<file path="config.mk">
export PLATFORM = sky130hd
export DESIGN_NAME = mod7_counter
export DESIGN_NICKNAME = d
export VERILOG_FILES = /design/src/rtl/mod7_counter.sv
export SDC_FILE = /design/constraint.sdc
export NUM_CORES = 1
export LEC_CHECK = 0
export ABC_AREA = 1
export CORE_AREA = 2 2 39 41
export DETAILED_ROUTE_END_ITERATION = 12
export DIE_AREA = 0 0 41 43
export PLACE_DENSITY = 0.78
export SLEW_MARGIN = 5
export SYNTH_ARGS = -nofsm -noshare
export SYNTH_HDL_FRONTEND = slang
export SYNTH_SLANG_ARGS = --single-unit
</file>
<file path="constraint.sdc">
create_clock -name clk -period 1.3 [get_ports clk]
set_clock_uncertainty 0.1 [all_clocks]
set_input_delay 0.26 -clock clk [delete_from_list [all_inputs] [get_ports clk]]
set_output_delay 0.26 -clock clk [all_outputs]
set_load 0.05 [all_outputs]
</file>
<file path="src/rtl/mod7_counter.sv">
// Free-running modulo-MODULUS counter with terminal-count flag, a one-cycle
// wrap pulse and a running count of wraps since reset.
module mod7_counter #(
  parameter int MODULUS = 7,
  parameter int WIDTH   = 3,
  parameter int WRAPW   = 8
) (
  input  logic             clk,
  input  logic             rst,
  output logic [WIDTH-1:0] count,
  output logic             tc,
  output logic             wrap,
  output logic [WRAPW-1:0] wrap_count
);

  localparam logic [WIDTH-1:0] LAST = WIDTH'(MODULUS - 1);

  generate
    if (MODULUS < 2 || MODULUS > (1 << WIDTH)) begin : g_bad_param
      $error("mod7_counter: MODULUS must lie in 2..2**WIDTH");
    end
  endgenerate

  assign tc = (count == LAST);

  always_ff @(posedge clk or negedge rst) begin
    if (!rst) begin
      count      <= '0;
      wrap       <= 1'b0;
      wrap_count <= '0;
    end else begin
      wrap <= (count == LAST);
      if (count == LAST)
        wrap_count <= wrap_count + 1'b1;
      // >= also pulls an out-of-range value back to 0
      count <= (count >= LAST) ? '0 : count + 1'b1;
    end
  end

endmodule

</file>
==> results.py <==
metrics = {
    "yosys": {
        "yosys.area_share.simple": 0.242,
        "muxShareOfSynthArea": 0,
        "syn_area_per_cell_um2": 9.02,
        "ys_warn_count": 0,
        "synthAdderAreaFrac": 0.0661,
        "synth_seq_area_share": 0.529,
        "synth_xor_area_frac": 0.0771,
        "syn-num-nets": 68,
        "synth-compound-area-share": 0,
        "synth_seq_cells": 12,
        "synth_top_family_by_area": "simple AND/OR/NAND/NOR gates",
        "synth_cell_types": 12,
        "synth_cells": 63,
        "synth_area_um2": 568,
    },
    "clocking": {
        "cts_buffers": 3,
        "cts_tree": "yes",
        "path_clk_slew_ns": 0.08,
        "htree_num_levels": 1,
        "clock_latency_ns": 0.28,
        "clock_sinks": 12,
        "ctsRootBufferMaster": "clkbuf_4",
        "clk_path_buf_depth": 2,
        "hold_buffers": 0,
    },
    "finish": {
        "multi_input_area_um2": 254,
        "layout.nets": 99,
        "drive_gt1_frac": 0.473,
        "final.fill_count": 93,
        "final_cells": 109,
        "utilization": 0.746,
        "postLayoutCellArea_um2": 1030,
        "synthToLayoutAreaGrowth_pct": 81.7,
        "final-seq-area_um2": 309,
        "insertedDiodeCount": 0,
    },
    "timing": {
        "whs_ns": 0.181,
        "post-route-period-util": 1.17,
        "slew_headroom": 0.859,
        "worst_pin_slew_ns": 0.212,
        "grt_setup_unrepaired": "true",
        "setup_viol": 9,
        "postLayoutSetupSlackWorst_ns": -0.215,
        "finalCriticalPeriod_ns": 1.51,
        "clock.fmax_mhz": 660,
        "slew_violations": 0,
        "hold_violations": 0,
    },
    "routing": {
        "wirelength_um": 1410,
        "vias_per_cell": 4.69,
        "drtIter0Drc": 5,
        "post-route-drc-count": 0,
        "drt_pass1_iterations": 4,
        "vias": 511,
        "drtAntennaViolNets": 0,
        "routedWlPerCell_um": 12.9,
    },
    "pwr": {
        "switching_share": 0.215,
        "powerDensity_nw_per_um2": 612,
        "p_sw_w": 0.000136,
        "clkPwrFrac": 0.392,
        "power_leakage_nw": 0.546,
        "power.share.sequential": 0.589,
        "irDropWorstVdd_v": 0.000506,
        "p_comb_frac": 0.019,
        "p_int_w": 0.000496,
    },
    "place": {
        "dpl.hpwl_um": 881,
        "place.gp.congestion": 0.672,
        "dp.cells": 96,
        "dpl_worst_slack_ns": 0.0351,
        "portBuffers": 14,
        "dpl_cell_area_um2": 912,
    },
    "job": {
        "max-cap-violations": 0,
    },
    "critical_path": {
        "worst_ep_arrival_time_ns": 1.15,
        "path_class": "reg -> out",
        "critPathCaptureType": "output port",
        "reg2reg_depth": 9,
        "reg2reg_from": "count[0]",
        "endpoint": "tc",
        "r2r-end": "wrap_count[7]",
        "rrSetupSlack_ns": -0.13,
        "crit_path_start_kind": "register",
        "cp.required_ns": 0.94,
        "critPathMaxFanout": 2,
        "crit_start": "count[0]",
    },
    "min_path": {
        "hold_path.class": "in -> async",
    },
    "floorplanning": {
        "die_w_um": 41,
        "die-height_um": 43,
        "io_pins": 15,
        "initial_utilization": 0.410,
        "rows": 14,
        "die-area_um2": 1760,
        "design.core.area_um2": 1380,
    },
    "outcome": {
        "violations": "negative setup slack",
        "status": "complete, but fails checks",
    },
    "global_routing": {
        "track_usage": 0.177,
        "antenna_found_initial": 0,
        "grt_pass1_vias": 486,
        "grt_overflow": 0,
        "grt_pass1_wl_um": 2040,
        "grt_max_degree": 13,
    },
}
Yosys cell counts, drive strengths merged:
master | count | area (um^2)
dfrtp | 12 | 300
ha | 3 | 37.5
inv | 13 | 48.8
nand2 | 19 | 73.8
nand3 | 4 | 20.0
nand4 | 1 | 6.26
nor2 | 6 | 37.5
xnor2 | 3 | 26.3
xor2 | 2 | 17.5
metrics by stage:
step	total power [W]	TNS [ns]
after detailed placement	0.000392	0
after global routing	0.000642	-1.60
final	0.000632	-1.10
after CTS	0.000639	-0.495
after floorplan	0.000380	-0.449
after global placement	0.000392	0
layout by cell type, fill, tap and decap left out:
cell / n
buf_12: 13
buf_4: 9
buf_6: 3
clkbuf_1: 1
clkbuf_4: 3
clkdlybuf4s50_1: 1
dfrtp_1: 5
dfrtp_2: 7
ha_1: 2
ha_4: 1
inv_1: 10
inv_2: 2
inv_4: 1
nand2_1: 18
nand2_4: 1
nand3_1: 2
nand3_2: 1
nand3_4: 1
nand4_1: 1
nor2_1: 4
nor2_4: 2
xnor2_1: 3
xor2_1: 2
how the worst min path moves through the flow:
stage,from,to,slack (ns)
finish,rst,wrap_count[6],0.18
detailed placement,wrap_count[0],wrap_count[0],0.45
global placement,count[1],count[1],0.45
global route,rst,wrap_count[6],0.21
CTS,rst,wrap_count[2],0.18
floorplan,rst,count[0],-0.14
metal layers:
| metal | track usage | vias up | share of wire |
|---|---|---|---|
| li1 | - | 247 | - |
| met1 | 0.202 | 245 | 0.37 |
| met2 | 0.294 | 17 | 0.57 |
| met3 | 0.0419 | 2 | 0.043 |
| met4 | 0.0800 | 0 | 0.014 |
| met5 | 0 | - | 0 |
logic make-up (layout without fill, tap and decap cells):
logic type | after synthesis | in the layout
xor gates and xnor gates | 5 | 5
and+or+nand+nor | 30 | 30
adders and majority gates | 3 | 3
buffers and inverters | 13 | 43
DFF | 12 | 12
flip-flops by register name, summed over array words and instances, names as in the netlist:
signal      flops
wrap            1
wrap_count      8
count           3
worst max-delay path, stage by stage (launching register included):
cell     delay (ns)
dfrtp_2        0.42
inv_2          0.07
ha_4           0.14
nand2_4        0.05
inv_4          0.06
buf_12         0.12
timing repair:
action | CTS | global route
buffers inserted | 4 | 6
resized for setup | 1 | 7
pin swaps | 4 | 2
endpoints found under the setup margin | 3 | 12
power by group through the flow:
stage                     Sequential, W  Combinational (W)  Clock, W
after floorplan                0.000380     0.000000000203         0
after global placement         0.000380          0.0000122         0
after detailed placement       0.000380          0.0000122         0
after CTS                      0.000373          0.0000125  0.000254
after global routing           0.000373          0.0000143  0.000255
final                          0.000373          0.0000120  0.000248
final cells by class:
| class | count | area share |
|---|---|---|
| timing repair buffer | 26 | 0.360 |
| sequential | 12 | 0.299 |
| multi-input combinational | 38 | 0.246 |
| inverter | 13 | 0.0497 |
| clock buffer | 4 | 0.0255 |
| tap | 16 | 0.0194 |
Power figures use the tool's default switching activity.
